### src/rtl/lieat_sram_rd_arb_pkg.sv
// Shared widths, arbiter state encoding and pointer-width helper for the
// lieat SRAM read arbiter.
package lieat_sram_rd_arb_pkg;

   localparam int LIEAT_ADDR_W = 32;
   localparam int LIEAT_DATA_W = 64;
   localparam int LIEAT_ID_W   = 4;
   localparam int LIEAT_SIZE_W = 3;

   typedef enum logic [1:0] {
      ARB_IDLE = 2'd0,
      ARB_ADDR = 2'd1,
      ARB_RESP = 2'd2
   } arb_state_t;

   // A single requester still gets a 1-bit (constant zero) pointer.
   function automatic int ptr_width(input int n);
      return (n > 1) ? $clog2(n) : 1;
   endfunction

endpackage

### src/rtl/lieat_sram_rd_arb_if.sv
// Requester-side AR/R bundle plus the SRAM read channel, seen by the arbiter
// through the slave modport and by the surrounding logic through master.
interface lieat_sram_rd_arb_if
   import lieat_sram_rd_arb_pkg::*;
#(
   parameter int N = 2
);
   logic [N-1:0]              m_arvalid;
   logic [N-1:0]              m_arready;
   logic [LIEAT_ADDR_W*N-1:0] m_araddr;
   logic [LIEAT_SIZE_W*N-1:0] m_arsize;
   logic [LIEAT_ID_W*N-1:0]   m_arid;
   logic [N-1:0]              m_rvalid;
   logic [N-1:0]              m_rready;
   logic [LIEAT_DATA_W-1:0]   m_rdata;
   logic [LIEAT_ID_W-1:0]     m_rid;

   logic                      sram_axi_arvalid;
   logic                      sram_axi_arready;
   logic [LIEAT_ADDR_W-1:0]   sram_axi_araddr;
   logic [LIEAT_SIZE_W-1:0]   sram_axi_arsize;
   logic [LIEAT_ID_W-1:0]     sram_axi_arid;
   logic                      sram_axi_rvalid;
   logic                      sram_axi_rready;
   logic [LIEAT_DATA_W-1:0]   sram_axi_rdata;
   logic [LIEAT_ID_W-1:0]     sram_axi_rid;

   modport slave (
      input  m_arvalid, m_araddr, m_arsize, m_arid, m_rready,
      input  sram_axi_arready, sram_axi_rvalid, sram_axi_rdata, sram_axi_rid,
      output m_arready, m_rvalid, m_rdata, m_rid,
      output sram_axi_arvalid, sram_axi_araddr, sram_axi_arsize, sram_axi_arid,
      output sram_axi_rready
   );

   modport master (
      output m_arvalid, m_araddr, m_arsize, m_arid, m_rready,
      output sram_axi_arready, sram_axi_rvalid, sram_axi_rdata, sram_axi_rid,
      input  m_arready, m_rvalid, m_rdata, m_rid,
      input  sram_axi_arvalid, sram_axi_araddr, sram_axi_arsize, sram_axi_arid,
      input  sram_axi_rready
   );

endinterface

### src/rtl/lieat_rr_picker.sv
// Combinational rotating priority encoder: the first set request at or after
// ptr (wrapping mod N) wins; returns a one-hot grant and its index.
module lieat_rr_picker #(
   parameter int N     = 2,
   parameter int PTR_W = 1
) (
   input  logic [N-1:0]     req,
   input  logic [PTR_W-1:0] ptr,
   output logic [N-1:0]     grant,
   output logic [PTR_W-1:0] index,
   output logic             found
);

   logic [2*N-1:0] req_dbl;
   logic [2*N-1:0] grant_dbl;
   logic [N-1:0]   rot;
   logic [N-1:0]   rot_oh;
   int             offset;
   int             sum;

   assign req_dbl = {req, req};
   assign rot     = N'(req_dbl >> ptr);
   assign found   = |req;

   // Lowest set bit of the rotated vector is the winner, relative to ptr.
   always_comb begin
      rot_oh = '0;
      offset = 0;
      for (int j = N - 1; j >= 0; j--) begin
         if (rot[j]) begin
            rot_oh    = '0;
            rot_oh[j] = 1'b1;
            offset    = j;
         end
      end
   end

   assign grant_dbl = {{N{1'b0}}, rot_oh} << ptr;
   assign grant     = grant_dbl[N-1:0] | grant_dbl[2*N-1:N];

   always_comb begin
      sum = offset + int'(ptr);
      if (sum >= N) begin
         sum = sum - N;
      end
      index = PTR_W'(sum);
   end

endmodule

### src/rtl/lieat_sram_rd_arb.sv
// Round-robin arbiter of N read requesters onto the single lieat_sram read
// channel, one read outstanding. Define LIEAT_ARB_FIXPRIO_EN for fixed priority.
module lieat_sram_rd_arb
   import lieat_sram_rd_arb_pkg::*;
#(
   parameter int N = 2
) (
   input  logic               clock,
   input  logic               reset,
   lieat_sram_rd_arb_if.slave bus
);

   localparam int PTR_W = ptr_width(N);

   arb_state_t              state_reg, state_next;
   logic [PTR_W-1:0]        ptr_reg;
   logic [N-1:0]            owner_reg, owner_next;
   logic [LIEAT_ADDR_W-1:0] addr_reg, addr_next;
   logic [LIEAT_SIZE_W-1:0] size_reg, size_next;
   logic [LIEAT_ID_W-1:0]   id_reg, id_next;

   logic [N-1:0]            req;
   logic [N-1:0]            win_oh;
   logic                    win_found;
   logic [LIEAT_ADDR_W-1:0] sel_addr;
   logic [LIEAT_SIZE_W-1:0] sel_size;
   logic [LIEAT_ID_W-1:0]   sel_id;
   logic                    r_fire;

   assign req = (state_reg == ARB_IDLE) ? bus.m_arvalid : '0;

`ifdef LIEAT_ARB_FIXPRIO_EN
   assign ptr_reg = '0;

   lieat_rr_picker #(.N(N), .PTR_W(PTR_W)) u_picker (
      .req   (req),
      .ptr   (ptr_reg),
      .grant (win_oh),
      .index (),
      .found (win_found)
   );
`else
   logic [PTR_W-1:0] win_idx;
   logic [PTR_W-1:0] owner_idx_reg, owner_idx_next;
   logic [PTR_W-1:0] ptr_next;

   lieat_rr_picker #(.N(N), .PTR_W(PTR_W)) u_picker (
      .req   (req),
      .ptr   (ptr_reg),
      .grant (win_oh),
      .index (win_idx),
      .found (win_found)
   );

   // Priority rotates to just past the owner once its response completes.
   always_comb begin
      owner_idx_next = owner_idx_reg;
      ptr_next       = ptr_reg;
      if (state_reg == ARB_IDLE && win_found) begin
         owner_idx_next = win_idx;
      end
      if (state_reg == ARB_RESP && r_fire) begin
         ptr_next = (owner_idx_reg == PTR_W'(N - 1)) ? '0 : owner_idx_reg + 1'b1;
      end
   end

   always_ff @(posedge clock or negedge reset) begin
      if (!reset) begin
         ptr_reg       <= '0;
         owner_idx_reg <= '0;
      end else begin
         ptr_reg       <= ptr_next;
         owner_idx_reg <= owner_idx_next;
      end
   end
`endif

   always_comb begin
      sel_addr = '0;
      sel_size = '0;
      sel_id   = '0;
      for (int i = 0; i < N; i++) begin
         if (win_oh[i]) begin
            sel_addr = bus.m_araddr[i*LIEAT_ADDR_W +: LIEAT_ADDR_W];
            sel_size = bus.m_arsize[i*LIEAT_SIZE_W +: LIEAT_SIZE_W];
            sel_id   = bus.m_arid[i*LIEAT_ID_W +: LIEAT_ID_W];
         end
      end
   end

   // Grant is gated by reset so every output is quiet while reset is held.
   assign bus.m_arready = reset ? win_oh : '0;

   assign bus.sram_axi_arvalid = (state_reg == ARB_ADDR);
   assign bus.sram_axi_araddr  = addr_reg;
   assign bus.sram_axi_arsize  = size_reg;
   assign bus.sram_axi_arid    = id_reg;

   assign bus.sram_axi_rready = (state_reg == ARB_RESP) && (|(owner_reg & bus.m_rready));
   assign bus.m_rvalid        = (state_reg == ARB_RESP) ? (owner_reg & {N{bus.sram_axi_rvalid}}) : '0;
   assign bus.m_rdata         = bus.sram_axi_rdata;
   assign bus.m_rid           = bus.sram_axi_rid;

   assign r_fire = bus.sram_axi_rvalid && bus.sram_axi_rready;

   always_comb begin
      state_next = state_reg;
      owner_next = owner_reg;
      addr_next  = addr_reg;
      size_next  = size_reg;
      id_next    = id_reg;
      case (state_reg)
         ARB_IDLE: begin
            if (win_found) begin
               state_next = ARB_ADDR;
               owner_next = win_oh;
               addr_next  = sel_addr;
               size_next  = sel_size;
               id_next    = sel_id;
            end
         end
         ARB_ADDR: begin
            if (bus.sram_axi_arready) begin
               state_next = ARB_RESP;
            end
         end
         ARB_RESP: begin
            if (r_fire) begin
               state_next = ARB_IDLE;
            end
         end
         default: state_next = ARB_IDLE;
      endcase
   end

   always_ff @(posedge clock or negedge reset) begin
      if (!reset) begin
         state_reg <= ARB_IDLE;
         owner_reg <= '0;
         addr_reg  <= '0;
         size_reg  <= '0;
         id_reg    <= '0;
      end else begin
         state_reg <= state_next;
         owner_reg <= owner_next;
         addr_reg  <= addr_next;
         size_reg  <= size_next;
         id_reg    <= id_next;
      end
   end

`ifndef SYNTHESIS
   always @(posedge clock) begin
      if (reset) begin
         assert (state_reg == ARB_RESP || !bus.sram_axi_rvalid)
            else $warning("lieat_sram_rd_arb: sram_axi_rvalid outside RESP ignored");
      end
   end
`endif

endmodule

### src/flat_wrapper.sv
// flat-port wrapper written by rule: the top's interface ports become plain ports
module lieat_sram_rd_arb_flat import lieat_sram_rd_arb_pkg::*;
#(
   parameter int N = 2
)
  (clock, reset, bus_m_arvalid, bus_m_araddr, bus_m_arsize, bus_m_arid, bus_m_rready, bus_sram_axi_arready, bus_sram_axi_rvalid, bus_sram_axi_rdata, bus_sram_axi_rid, bus_m_arready, bus_m_rvalid, bus_m_rdata, bus_m_rid, bus_sram_axi_arvalid, bus_sram_axi_araddr, bus_sram_axi_arsize, bus_sram_axi_arid, bus_sram_axi_rready);
  lieat_sram_rd_arb_if #(.N(N)) bus_i ();
  input  logic clock;
  input  logic reset;
  input wire logic [$bits(bus_i.m_arvalid)-1:0] bus_m_arvalid;
  input wire logic [$bits(bus_i.m_araddr)-1:0] bus_m_araddr;
  input wire logic [$bits(bus_i.m_arsize)-1:0] bus_m_arsize;
  input wire logic [$bits(bus_i.m_arid)-1:0] bus_m_arid;
  input wire logic [$bits(bus_i.m_rready)-1:0] bus_m_rready;
  input wire logic [$bits(bus_i.sram_axi_arready)-1:0] bus_sram_axi_arready;
  input wire logic [$bits(bus_i.sram_axi_rvalid)-1:0] bus_sram_axi_rvalid;
  input wire logic [$bits(bus_i.sram_axi_rdata)-1:0] bus_sram_axi_rdata;
  input wire logic [$bits(bus_i.sram_axi_rid)-1:0] bus_sram_axi_rid;
  output wire logic [$bits(bus_i.m_arready)-1:0] bus_m_arready;
  output wire logic [$bits(bus_i.m_rvalid)-1:0] bus_m_rvalid;
  output wire logic [$bits(bus_i.m_rdata)-1:0] bus_m_rdata;
  output wire logic [$bits(bus_i.m_rid)-1:0] bus_m_rid;
  output wire logic [$bits(bus_i.sram_axi_arvalid)-1:0] bus_sram_axi_arvalid;
  output wire logic [$bits(bus_i.sram_axi_araddr)-1:0] bus_sram_axi_araddr;
  output wire logic [$bits(bus_i.sram_axi_arsize)-1:0] bus_sram_axi_arsize;
  output wire logic [$bits(bus_i.sram_axi_arid)-1:0] bus_sram_axi_arid;
  output wire logic [$bits(bus_i.sram_axi_rready)-1:0] bus_sram_axi_rready;
  assign bus_i.m_arvalid = bus_m_arvalid;
  assign bus_i.m_araddr = bus_m_araddr;
  assign bus_i.m_arsize = bus_m_arsize;
  assign bus_i.m_arid = bus_m_arid;
  assign bus_i.m_rready = bus_m_rready;
  assign bus_i.sram_axi_arready = bus_sram_axi_arready;
  assign bus_i.sram_axi_rvalid = bus_sram_axi_rvalid;
  assign bus_i.sram_axi_rdata = bus_sram_axi_rdata;
  assign bus_i.sram_axi_rid = bus_sram_axi_rid;
  assign bus_m_arready = bus_i.m_arready;
  assign bus_m_rvalid = bus_i.m_rvalid;
  assign bus_m_rdata = bus_i.m_rdata;
  assign bus_m_rid = bus_i.m_rid;
  assign bus_sram_axi_arvalid = bus_i.sram_axi_arvalid;
  assign bus_sram_axi_araddr = bus_i.sram_axi_araddr;
  assign bus_sram_axi_arsize = bus_i.sram_axi_arsize;
  assign bus_sram_axi_arid = bus_i.sram_axi_arid;
  assign bus_sram_axi_rready = bus_i.sram_axi_rready;
  lieat_sram_rd_arb #(.N(N)) u_core (.clock(clock), .reset(reset), .bus(bus_i));
endmodule
### config.mk
export PLATFORM = sky130hd
export DESIGN_NAME = lieat_sram_rd_arb_flat
export DESIGN_NICKNAME = d
export VERILOG_FILES = /design/src/rtl/lieat_sram_rd_arb_pkg.sv /design/src/rtl/lieat_sram_rd_arb_if.sv /design/src/rtl/lieat_rr_picker.sv /design/src/rtl/lieat_sram_rd_arb.sv /design/src/flat_wrapper.sv
export SDC_FILE = /design/constraint.sdc
export NUM_CORES = 1
export LEC_CHECK = 0
export CAP_MARGIN = 30
export CELL_PAD_IN_SITES_DETAIL_PLACEMENT = 1
export CELL_PAD_IN_SITES_GLOBAL_PLACEMENT = 1
export CORE_MARGIN = 3
export CORE_UTILIZATION = 21
export CTS_CLUSTER_DIAMETER = 120
export DETAILED_ROUTE_END_ITERATION = 12
export PLACE_DENSITY_LB_ADDON = 0.25
export SYNTH_ARGS = -nofsm -noshare
export SYNTH_HDL_FRONTEND = slang
export SYNTH_SLANG_ARGS = --single-unit
### constraint.sdc
create_clock -name clock -period 3.05 [get_ports clock]
set_input_delay 0.61 -clock clock [delete_from_list [all_inputs] [get_ports clock]]
set_output_delay 0.61 -clock clock [all_outputs]
set_load 0.02 [all_outputs]
Word level (Yosys, flattened, before mapping)
Cells that the tools add are included.

Add/sub/neg operators: 3. Order comparisons: 1. Eq/ne operators: 5. Shift operators: 2. Muxes and demuxes: 19. Bitwise operators: 3. Reductions and logical operators: 9.

Operators by type and width (count): 32-bit two-way mux (3); 32-bit by 2-bit adder with 32-bit output (1); 32-bit by 3-bit greater-or-equal comparator with 1-bit output (second input constant) (1); 2-bit two-way mux (8); 4-bit two-way mux (2); 3-bit two-way mux (2); 2-bit case mux with 3 select lines (1); 2-bit AND (2); 1-bit logical AND (4); 2-bit by 1-bit inequality test with 1-bit output (second input constant) (2); 2-bit OR reduction (2); 2-bit by 1-bit << shifter with 4-bit output (1); 4-bit by 1-bit right shift with 2-bit output (1); 1-bit two-way mux (3); 3-bit AND reduction (1); 2-bit by 1-bit == test with 1-bit output (second input constant) (1); 2-bit == test (second input constant) (1); 2-bit zero test (1); 2-bit inequality test (second input constant) (1); 2-bit bitwise OR (1); 2-bit AND reduction (1); 1-bit adder (second input constant) (1); 1-bit subtractor (second input constant) (1).

Bits in registers: 45. Input port bits: 154. Output and inout bits: 113. Word-level logic and storage cells: 49.

Longest topological paths before layout
Gate-level depths: netlist (run 1).

Depth in word-level cells: 9. Gate-level depth with buffers: 5. Depth with buffers taken out: 3.

Cells and area by module
From an unflattened synthesis (run 1), not the netlist that was laid out.

Cell total of the unflattened synthesis: 281. Area, all modules: 2706.3 um^2.

By module, submodules not included: lieat_sram_rd_arb (instances 1, cells an instance 275, area an instance 2667.6 um^2, seq. area each 1126.1 um^2); lieat_rr_picker (instances 1, cells an instance 6, area an instance 38.8 um^2, seq. area each 0.0 um^2).

Worst setup path after synthesis (run 1)
Ideal clock, no wire load.

Path kind: in2out. Start point: in bus_m_arvalid[1]. End point: out bus_m_arready[1]. Data arrival time: 1.409 ns. Data required time: 2.440 ns. Slack: 1.031 ns. Stages on the path: 3. Path buffers: 1. Path through: nor3b_2 clkbuf_1 and3_1.

Word-level cells in the longest chain between the ends: 7.

RTL lines: start: declaration (line flat_wrapper.sv:10) `input wire logic [$bits(bus_i.m_arvalid)-1:0] bus_m_arvalid;`; 2-bit two-way mux (*) (line lieat_sram_rd_arb.sv:30) `assign req = (state_reg == ARB_IDLE) ? bus.m_arvalid : '0;`; 4-bit by 1-bit right shift with 2-bit output (*) (line lieat_rr_picker.sv:22) `assign rot = N'(req_dbl >> ptr);`; 2-bit two-way mux (line lieat_rr_picker.sv:30) `if (rot[j]) begin`; 2-bit two-way mux (*) (line lieat_rr_picker.sv:30); 2-bit by 1-bit << shifter with 4-bit output (*) (line lieat_rr_picker.sv:38) `assign grant_dbl = {{N{1'b0}}, rot_oh} << ptr;`; 2-bit bitwise OR (*) (line lieat_rr_picker.sv:39) `assign grant = grant_dbl[N-1:0] | grant_dbl[2*N-1:N];`; 2-bit two-way mux (*) (line lieat_sram_rd_arb.sv:92) `assign bus.m_arready = reset ? win_oh : '0;`; end: declaration (line flat_wrapper.sv:19) `output wire logic [$bits(bus_i.m_arready)-1:0] bus_m_arready;`.

Every way passes the cells marked *; elsewhere a longest branch is shown, timed or not.

Worst setup path in the final report (run 1)
Same ends and word-level chain as after synthesis.

==> results.txt, run 1 <==
After synthesis, the largest family of logic cells by area is buffers and inverters. Synthesis produced a netlist with a net count of a little under 400. The library cells used most frequently in the layout, excluding fill and tap cells, are sky130_fd_sc_hd__clkdlybuf4s50_1, sky130_fd_sc_hd__dfrtp_1, sky130_fd_sc_hd__and3_1.

The number of remaining DRC errors came out at 0. In this design, the stage delay of the slowest critical-path cell is 0.63 ns. The CTS root buffer is sky130_fd_sc_hd__clkbuf_16.

The area enclosed by the die boundary came out at 13,400 µm². The internal power of the cells totals 2.09 mW. The floorplan step set the die width to ~120 µm. The number of instances resized during post-cts repair came out at 0.

The H-tree depth is 2. Yosys mapped the design onto 21 distinct sky130hd cell types. The first-pass GRT wire length came out at 12.6 mm.

The weighted congestion reported at the end of routability-driven placement is approximately 0.7. The mapped cell area came out at 2520 µm². In this run the static leakage power is between 1.5 and 2 nW. On the final layout, the worst clock skew is 0.00559 ns.

The net total in the final layout is 448. The count of vias placed by the detailed router is 2,056. In the final routed layout, each cell accounts on average for 19.4 µm.

The cell seen most often among critical-path stages is sky130_fd_sc_hd__clkdlybuf4s50_1. The number of flip-flops and latches in the synthesized netlist is 45. The number of buffers added by the clock tree synthesis step came out at 5. STA classifies the critical path startpoint as an input port. In this run the tightest slew margin relative to its limit is between 60% and 70%. The startpoint of the worst register-to-register path is u_core.state_reg[1]. The sequential share of power came out at a little under a third. The power per cell area is 936 nW/µm². After floorplanning, the core was divided into 39 placement rows.

The number of antenna violations at the first check in global routing came out at 0. STA classifies the critical path endpoint as a primary output. The post-placement cell count came out at 430. Once detail routing completed, the nets flagged for antenna violations numbered 0. Counting every sink on the clock net gives 45. The transition time of the tightest slew-check pin came out at 0.520 ns. Setup repair after global routing left no endpoint under its margin. The final setup violation count came out at 0. In this run the biggest area consumer among cell types represents 44.6% of the synthesized area. The critical path starts at bus_m_arvalid[1].

The worst hold path belongs to the class in2async. For the worst-skew pair, the clock arrives at the later sink with an insertion delay of 0.28 ns. Data on the critical path arrives at its endpoint at ~2.2 ns. The via count of the first global-routing pass came out at about 2,300. The highest fanout seen on the critical path came out at 3. The final setup TNS came out at 0 ns. The number of buffers on the longest clock path is 2.

The worst ir drop on vdd is approximately 300 µV. The initial core utilization came out at 21.8%. By area the synthesized netlist is led by sky130_fd_sc_hd__dfrtp_1, sky130_fd_sc_hd__buf_4, sky130_fd_sc_hd__a221o_1.

The final instance count without filler cells came out at 438. The fraction of the yosys area taken by sequential cells is between 40% and 50%. The number of DRC markers after the initial detailed-route iteration is between 80 and 90.

The routed wire length is 8.50 mm. Combinational logic burns 52.6% of the power. The net switching power came out at 1.28 mW. The count of buffers inserted at the top-level ports is 130.

The end-of-flow core utilization came out at between 30% and 40%. Fill cells in the final layout number approximately 1,300. The final period demand of the worst path came out at between 2 and 3 ns.

The post-CTS setup repair buffer count is 0. The flow ran to the end, and the final reports show no timing, DRC or antenna violations. The library cell used most frequently in the layout, excluding fill and tap cells, is sky130_fd_sc_hd__clkdlybuf4s50_1. Before CTS, the worst setup slack after placement is 0.235 ns. The worst setup margin is 0.244 ns. The number of instances in the synthesized netlist came out at between 200 and 250. The residual overflow from global routing is 0.

The growth of design area from synthesis to finish came out at 42.8%. The proportion of synthesized area in mux cells came out at 0.396%. The synthesized-area fraction occupied by ao, oa, aoi and oai cells is 16.9%. The overall power is 3.37 mW. The total count of max-transition violations in the final report came out at 0.

The CTS clock-pin slew for the worst setup and hold paths is 0.07 ns. From bottom edge to top edge, the die measures 116 µm. The path type of the worst setup path is in2out. The largest net degree at the start of global routing is 43. The final critical path takes up 92.0% of the cycle. The achievable frequency is 356 MHz.

The placed wire-length estimate after detailed placement is approximately 5.8 mm. The largest area contributor in the netlist is sky130_fd_sc_hd__dfrtp_1. The number of cells traversed by the worst register-to-register path is 4. The relative contribution of the clock network to total power came out at 15.7%. The number of hold buffers added after CTS is 0. The area inside the core boundary came out at 11,600 µm². The fraction of power spent switching nets came out at a little under two fifths.

The synthesized netlist devotes between 10% and 20% of its cell area to simple gates. The endpoint required time on the critical path came out at 2.44 ns. The number of flip-flops in the largest register is 32.

The count of yosys warnings during synthesis is 0. The area share of xor/xnor cells in the synthesized design came out at 0%. TritonCTS built the clock tree.

The via count normalized by instance count is 4.69. Across every metal layer, demand over resource in global routing totals 12.1%. The critical path goes through clkdlybuf4s50_1 > nor3b_4 > and3_1 > clkdlybuf4s50_1. The antenna diode instance count is 0. The average size of a mapped cell is 10.7 µm². The fraction of layout instances using a drive strength above 1 came out at between 6 and 7%. The hold violation total from the final report came out at 0. The iteration count of the initial detailed-routing pass came out at 4.

The max-capacitance violation count is 0. Across all register-to-register paths, the minimum setup slack is around 1.3 ns. The largest individual stage delay along the critical path comes from the cell sky130_fd_sc_hd__clkdlybuf4s50_1. between 200 and 300 I/O pins were placed. Summing the areas of all fa, ha and maj instances in the mapped netlist gives 0% of the synthesized area.
==> synth_stat cells, drive strengths merged <==
library cell   n
nand2b         3
clkbuf        12
buf           73
a21oi          2
nor2           5
mux2i          1
and3          43
inv            2
and2           1
nand2          1
dfrtp         45
nor2b          2
a22oi          1
a221o         39
nor3b          1
nand3b         1
o21ai          2
a22o           1
==> final timing paths <==
path	to
setup reg to reg	u_core.bus.sram_axi_araddr[24]
hold / removal	u_core.bus.sram_axi_arsize[2]
setup / recovery	bus_m_arready[1]
hold reg to reg	u_core.ptr_reg
min in group clock	u_core.ptr_reg
max in group asynchronous	u_core.bus.sram_axi_araddr[3]
==> logic make-up after synthesis <==
family,Yosys count
buffers and inverters,87
AO/OA/AOI/OAI,45
AND/OR/NAND/NOR,57
multiplexers,1
flip-flops,45
==> metrics by stage <==
stage | hold slack [ns] | instance area [µm²]
after global routing | 0.386 | 3600
after floorplan | 0.314 | 2520
after detailed placement | 0.448 | 3470
after global placement | 0.437 | 3470
after CTS | 0.362 | 3600
final | 0.341 | 3600
==> power by group through the flow <==
stage	combinational, mW	sequential, mW	clock (mW)
final	1.77	1.07	0.529
after global placement	1.79	1.07	0
after global routing	1.92	1.12	0.578
after CTS	1.81	1.07	0.553
after floorplan	0.772	1.35	0
after detailed placement	1.81	1.07	0
==> area by class of cell <==
| class | count | area (µm²) | area share, % |
|---|---|---|---|
| clock inverters | 2 | 10.0 | 0.278 |
| multi-input cells | 103 | 805 | 22.3 |
| well taps | 143 | 179 | 4.96 |
| inverters | 2 | 7.51 | 0.208 |
| clock buffers | 6 | 129 | 3.58 |
| repair buffers | 137 | 1350 | 37.4 |
| flip-flops and latches | 45 | 1130 | 31.2 |
==> routing by layer <==
layer	vias up	track usage (%)	part of all wire [%]
met5	-	0	0
li1	909	-	-
met3	24	3.86	9.1
met4	0	3.48	1.7
met2	110	20.5	48
met1	1013	14.9	42
==> critical path, delay by kind of cell <==
kind	cells	cell delay [ns]
buf+inv	2	1.19
simple gates	2	0.41
(Power assumes the default switching activity.)
==> inputs of run 2 (changes only) <==
--- a/config.mk
+++ b/config.mk
@@ -9,7 +9,7 @@
 export CELL_PAD_IN_SITES_DETAIL_PLACEMENT = 1
 export CELL_PAD_IN_SITES_GLOBAL_PLACEMENT = 1
 export CORE_MARGIN = 3
-export CORE_UTILIZATION = 21
+export CORE_UTILIZATION = 17
 export CTS_CLUSTER_DIAMETER = 120
 export DETAILED_ROUTE_END_ITERATION = 12
 export PLACE_DENSITY_LB_ADDON = 0.25
==> constraint.sdc (replaced) <==
create_clock -name clock -period 2.35 [get_ports clock]
set_input_delay 0.47 -clock clock [delete_from_list [all_inputs] [get_ports clock]]
set_output_delay 0.47 -clock clock [all_outputs]
set_load 0.02 [all_outputs]
==> results.txt, run 2 (synthesis results as in run 1) <==
The later pin in the worst-skew pair is clocked with a latency of 0.29 ns. The number of nets with antenna violations after routing came out at 0. The register with the most flip-flops in the layout has 32 of them. Along the worst path, the maximum fanout reaches 4. The combinational fraction of design power came out at between 50% and 60%. The library cell used most frequently in the layout, excluding fill and tap cells, is sky130_fd_sc_hd__clkdlybuf4s50_1. At the end of the flow, the number of nets in the layout was 450. Across the VDD grid, the largest voltage drop is approximately 380 µV. Setup repair after global routing left no endpoint under its margin.

Data arrives at the worst endpoint at 1.76 ns. Entering global routing, the biggest net connects 46 pins. After detailed routing, the number of remaining DRC violations is 0. The transition time of the tightest slew-check pin came out at 0.627 ns. The relative contribution of the clock network to total power came out at 15.7%. OpenSTA, run right after detailed placement, puts the worst setup slack at -0.0654 ns. The routed wire length is 8.84 mm.

Summing all multi-input logic gate instances after layout gives 812 µm². The worst setup path is launched from an input port. The post-CTS setup repair buffer count came out at 0. The count of buffers inserted at the top-level ports came out at 130. The flow ran to the end, and the final reports show no timing, DRC or antenna violations. The critical path is of the in2out type. Once layout is complete, the utilization of the core stands at 25.8%. The first global-routing pass estimated about 13 mm of wire. The weighted congestion reported at the end of routability-driven placement is 0.667. After detailed routing, the average wire length per cell comes to between 15 and 20 µm. Summing all flip-flop and latch instances after layout gives 1130 µm². For this run the aggregate overflow at the end of global routing stands at 0. For this design the ratio of total power to cell area is 1200 nW/µm². The worst setup path is captured at a primary output. The floorplan step defined a die boundary enclosing 16,400 µm². The final instance count without filler cells came out at 477.

The final setup violation count is 0. The cell-internal power is between 2 and 3 mW. The post-placement cell area is 3520 µm². The CTS clock-pin slew for the worst setup and hold paths is ~0.060 ns. The clock skew after layout is between 0.005 and 0.006 ns. In this run, post-CTS hold repair placed 0 buffers. The vertical die dimension came out at 128 µm. The slowest library cell on the worst path is sky130_fd_sc_hd__clkdlybuf4s50_1. The worst setup margin came out at 0.124 ns. The finished cells cover 3670 µm². The initial core utilization is 17.8%.

In this design, the critical path's most frequently occurring cell is sky130_fd_sc_hd__clkdlybuf4s50_1. The die boundary width is 128 µm. The library cells used most frequently in the layout, excluding fill and tap cells, are sky130_fd_sc_hd__clkdlybuf4s50_1, sky130_fd_sc_hd__dfrtp_1, sky130_fd_sc_hd__and3_1.

The worst hold path belongs to the class in2async. The iteration count of the initial detailed-routing pass came out at 4. The area growth from synthesis to layout is 45.2%. The number of antenna violations at the first check in global routing is 0. The boundary pin count is 267. The max-capacitance violation count is 0. The sequential share of power came out at 31.6%. The cell sitting at the root of the clock tree is a sky130_fd_sc_hd__clkbuf_16. The hold violation total from the final report came out at 0. The net switching power is 1.69 mW.

Counting tap cells, the placed design contains a total of 469 instances. Dividing the detail-routed via count by the number of cells gives around 4.3. Counting along the longest clock path gives a buffer depth of 2.

The total number of clock tree sinks came out at 45. In this run the static leakage power is 1.62 nW. The cell row count came out at 43. Across all layers, the routed design uses 2,058 vias.

The final period demand of the worst path came out at 2.23 ns. In this run switching power makes up a little under two fifths of total power. 0 antenna diodes ended up in the layout. The achievable frequency came out at 449 MHz.

The endpoint required time on the critical path came out at 1.88 ns. The critical path goes through clkdlybuf4s50_1 > and3_1 > clkdlybuf4s50_1. The number of buffers added by the clock tree synthesis step is 5. The placed wire-length estimate after detailed placement came out at just over 6 mm. The H-tree depth came out at 2. The worst pin sits at a relative slew slack of 58.2%. The final cycle utilization of the critical path came out at 94.7%. The fraction of layout instances using a drive strength above 1 is 6.73%. The overall routing resource usage is 10.4%.

After the first detailed-routing iteration, the DRC count stood at 60. The via count of the first global-routing pass came out at between 2,000 and 2,500. The maximum single-stage delay on the critical path came out at 0.61 ns. The final hold slack came out at 0.349 ns. The clock tree from TritonCTS is built. The total count of max-transition violations in the final report is 0. The floorplan step defined a core boundary enclosing between 10,000 and 15,000 µm². After filler insertion, the fill cell instance count of the layout stands at 1,634.
run 2: path summary, 6_finish.rpt:
kind	startpoint	endpoint	slack [ns]	cells past startpoint
worst max-delay path	bus_sram_axi_rvalid	bus_m_rvalid[1]	0.12	3
worst min-delay path	reset	u_core.state_reg[1]	0.35	2
worst max register to register	u_core.state_reg[0]	u_core.bus.sram_axi_araddr[4]	0.75	4
worst min register to register	u_core.owner_idx_reg	u_core.ptr_reg	0.44	1
max in group asynchronous	reset	u_core.bus.sram_axi_araddr[10]	1.59	2
min in group clock	u_core.owner_idx_reg	u_core.ptr_reg	0.44	1
run 2: stage by stage:
stage,setup TNS (ns),power [mW]
2_1_floorplan,0,2.76
3_3_place_gp,-0.0760,3.75
3_5_place_dp,-0.0654,3.78
4_1_cts,0,4.52
5_1_grt,0,4.72
6_report,0,4.42
run 2: power groups by stage:
stage / Clock, mW / Sequential (mW) / Combinational (mW)
floorplan: 0 / 1.76 / 1.00
global placement: 0 / 1.40 / 2.35
detailed placement: 0 / 1.39 / 2.38
CTS: 0.743 / 1.40 / 2.38
global route: 0.760 / 1.45 / 2.51
finish: 0.693 / 1.39 / 2.33
run 2: timing repair:
action	CTS	global route
setup endpoints to repair	3	2
resized for setup	2	1
hold endpoints to repair	0	0
pin swaps	0	0
run 2: layout make-up:
type / count / share of cell area [%]
Inverter: 2 / 0.205
Tap cell: 180 / 6.14
Sequential cell: 45 / 30.7
Multi-Input combinational cell: 103 / 22.1
Clock buffer: 8 / 3.72
Timing Repair Buffer: 139 / 37.1
run 2: worst max-delay path, delay by kind of cell:
| kind | cells | cell delay (ns) |
|---|---|---|
| buffers and inverters | 2 | 1.12 |
| AND/OR/NAND/NOR | 1 | 0.16 |
run 2: layer usage:
layer	wire (µm)	part of all wire (%)	global-route usage [%]	vias up
li1	-	-	-	914
met4	139	1.6	3.00	0
met3	836	9.5	3.42	22
met5	0	0	0	-
met1	3760	43	12.6	1008
met2	4100	46	17.7	114
==> inputs of run 3 (changes only) <==
==> constraint.sdc (replaced) <==
create_clock -name clock -period 2.35 [get_ports clock]
set_input_delay 0.5875 -clock clock [delete_from_list [all_inputs] [get_ports clock]]
set_output_delay 0.5875 -clock clock [all_outputs]
set_load 0.02 [all_outputs]
==> results.txt, run 3 (synthesis results as in run 1) <==
The count of vias placed by the detailed router came out at 2,083. The via count normalized by instance count came out at ~4.3. Including well taps, the total number of placed cells is between 400 and 500.

The max-capacitance violation count is 0. Data on the critical path is required at its endpoint by ~1.8 ns. The cell-internal power is 2.74 mW. The growth of design area from synthesis to finish is 46.2%. The relative contribution of the clock network to total power came out at 15.6%. Based on the critical path, the design can be clocked at up to 439 MHz.

The H-tree depth came out at 2. Among all stages on the critical path, the largest delay is contributed by sky130_fd_sc_hd__clkdlybuf4s50_1. The sequential share of power came out at between 30% and 40%. TritonCTS built the clock tree. The first-pass GRT wire length came out at 13.6 mm. The total count of max-transition violations in the final report came to 0.

In this run the cell area measured after placement is between 3000 and 4000 µm². For this block, the initial DRC count from the detailed router was 47. The number of buffers on the longest clock path came out at 2. On the critical path the largest part of the delay comes from buffers and inverters. Traced cell by cell, the critical path runs through clkdlybuf4s50_1 > buf_4 > and3_2 > and2_1 > buf_6. The type of element capturing the critical path is a primary output.

The area inside the core boundary came out at approximately 14,000 µm². The fraction of power spent switching nets is a little under two fifths. The iteration count of the initial detailed-routing pass is 4. The residual overflow from global routing came out at 0.

The reported leakage power came out at roughly 1.7 nW. In the layout the commonest cells are sky130_fd_sc_hd__clkdlybuf4s50_1, sky130_fd_sc_hd__dfrtp_1, sky130_fd_sc_hd__and3_1. The total number of clock tree sinks is 45. At the pin with the least slew margin, the transition time is around 0.63 ns. Prior to clock tree synthesis, the placed netlist has a worst setup slack of -0.311 ns. The CTS clock-pin slew for the worst setup and hold paths came out at approximately 0.06 ns. Final hold analysis gives a worst-case slack of 0.450 ns.

For this design the ratio of total power to cell area is between 1000 and 1500 nW/µm². Measured against its own limit, the worst slew margin works out to 57.9%. The die boundary width came out at 128 µm. The boundary pin count came out at 267.

The antenna diode instance count is 0. The via count of the first global-routing pass is 2,296. The net count of the finished layout is 452. The hold violation total from the final report came out at 0. The detail route stage leaves a number of antenna-violating nets equal to 0. The number of buffers added by the clock tree synthesis step came out at 5. The clock skew after layout came out at 0.00423 ns. The overall routing resource usage is 10.5%. Entering global routing, the biggest net connects 46 pins. The commonest non-fill, non-tap cell in the layout is sky130_fd_sc_hd__clkdlybuf4s50_1. For this run, the slowest stage of the critical path takes 0.48 ns. Setup violations remaining at the end of the flow were counted as 0. The signal arrival time at the worst endpoint is ~1.7 ns. The clock insertion delay at the later pin of the skew report came out at 0.28 ns. The vertical die dimension came out at 128 µm.

Once the floorplan was initialized, standard cells occupied 17.8% of the core. Clock tree synthesis selected as its root buffer the cell sky130_fd_sc_hd__clkbuf_16. The weighted congestion reported at the end of routability-driven placement came out at 0.692. The run finished with clean final reports. The count of buffers inserted at the top-level ports came out at 130. After detailed routing, the total wire length is 8.93 mm.

The fraction of layout instances using a drive strength above 1 came out at roughly 7.7%. Setup slack on the critical path of the routed design comes to 0.0740 ns. The min-delay analysis places its worst path in the category reg2reg.

The cell row count is 43. The critical path contains buffers and inverters numbering 3 combined. Setup repair after global routing left no endpoint under its margin. The final instance count without filler cells came out at approximately 480. The routed wirelength normalized by instance count came out at 18.6 µm. The number of antenna violations at the first check in global routing is 0.

The net switching power came out at roughly 1.7 mW. The fill cell instance count of the final layout came out at 1,646. Measured on the finished design, the core utilization comes to between 20% and 30%. The overall power came out at about 4.4 mW. The highest fanout seen on the critical path came out at 3.

The final period demand of the worst path came out at 2.28 ns. The design area came out at 3690 µm². After detailed routing, the number of remaining DRC violations is 0. The HPWL after detailed placement is 6.04 mm. The worst ir drop on vdd is between 400 and 500 µV. The die covers roughly 16,000 µm². In the final timing run, aggregate negative setup slack is 0 ns.

By startpoint and endpoint, the worst setup path is classified as in2out. The combinational fraction of design power came out at 52.9%. The final cycle utilization of the critical path came out at approximately 97%.

The number of flip-flops in the largest register came out at 32. STA classifies the critical path startpoint as an input port.
## run 3: cell types whose count changed in the layout (fill, tap and decap cells not counted)
cell	delta
sky130_fd_sc_hd__clkdlybuf4s50_1	-4
sky130_fd_sc_hd__dlygate4sd2_1	+4
sky130_fd_sc_hd__buf_6	+2
sky130_fd_sc_hd__clkbuf_1	-2
sky130_fd_sc_hd__clkinv_2	+2
sky130_fd_sc_hd__buf_12	+1
sky130_fd_sc_hd__buf_4	-1
sky130_fd_sc_hd__nor2b_1	+1
sky130_fd_sc_hd__nor2b_4	-1
## run 3: cell type report
cell class / count / area [µm²] / area share, %
clock buffers: 6 / 129 / 3.49
clock inverters: 2 / 10.0 / 0.271
inverters: 2 / 7.51 / 0.203
multi-input cells: 103 / 805 / 21.8
flip-flops and latches: 45 / 1130 / 30.5
well taps: 180 / 225 / 6.10
repair buffers: 141 / 1390 / 37.6
## run 3: worst paths after layout
kind                                      startpoint                              to  slack [ns]  depth (start not counted)
worst max-delay path                bus_m_arvalid[0]                bus_m_arready[0]        0.07                          5
worst min-delay path            u_core.owner_idx_reg                  u_core.ptr_reg        0.45                          1
worst max register to register   u_core.state_reg[1]  u_core.bus.sram_axi_araddr[12]        0.81                          4
worst min register to register  u_core.owner_idx_reg                  u_core.ptr_reg        0.45                          1
max in group asynchronous                      reset   u_core.bus.sram_axi_araddr[5]        1.45                          2
min in group asynchronous                      reset  u_core.bus.sram_axi_araddr[24]        0.48                          2
## run 3: per-layer routing
layer  vias to the layer above  part of all wire, %  global-route usage [%]
met5                         -                    0                       0
met4                         0                  1.6                    3.18
met3                        24                  9.0                    3.21
met2                       107                   47                    17.4
met1                      1033                   42                    13.0
li1                        919                    -                       -
## run 3: power by group through the flow
stage | registers [mW] | clock network, mW | logic [mW]
after CTS | 1.40 | 0.734 | 2.40
after global routing | 1.46 | 0.768 | 2.53
after floorplan | 1.76 | 0 | 1.00
final | 1.40 | 0.694 | 2.35
after global placement | 1.39 | 0 | 2.37
after detailed placement | 1.40 | 0 | 2.41
## run 3: timing repair
action | in CTS | in global routing
hold buffers | 0 | 0
setup buffers | 0 | 0
resized for setup | 6 | 1
endpoints found under the setup margin | 5 | 1
## run 3: worst reg2reg max path, stage by stage, from the launching register on
cell and delay, ns:
sky130_fd_sc_hd__dfrtp_1 0.43, sky130_fd_sc_hd__nor2_1 0.27, sky130_fd_sc_hd__and3_2 0.26, sky130_fd_sc_hd__buf_4 0.30, sky130_fd_sc_hd__a221o_1 0.23
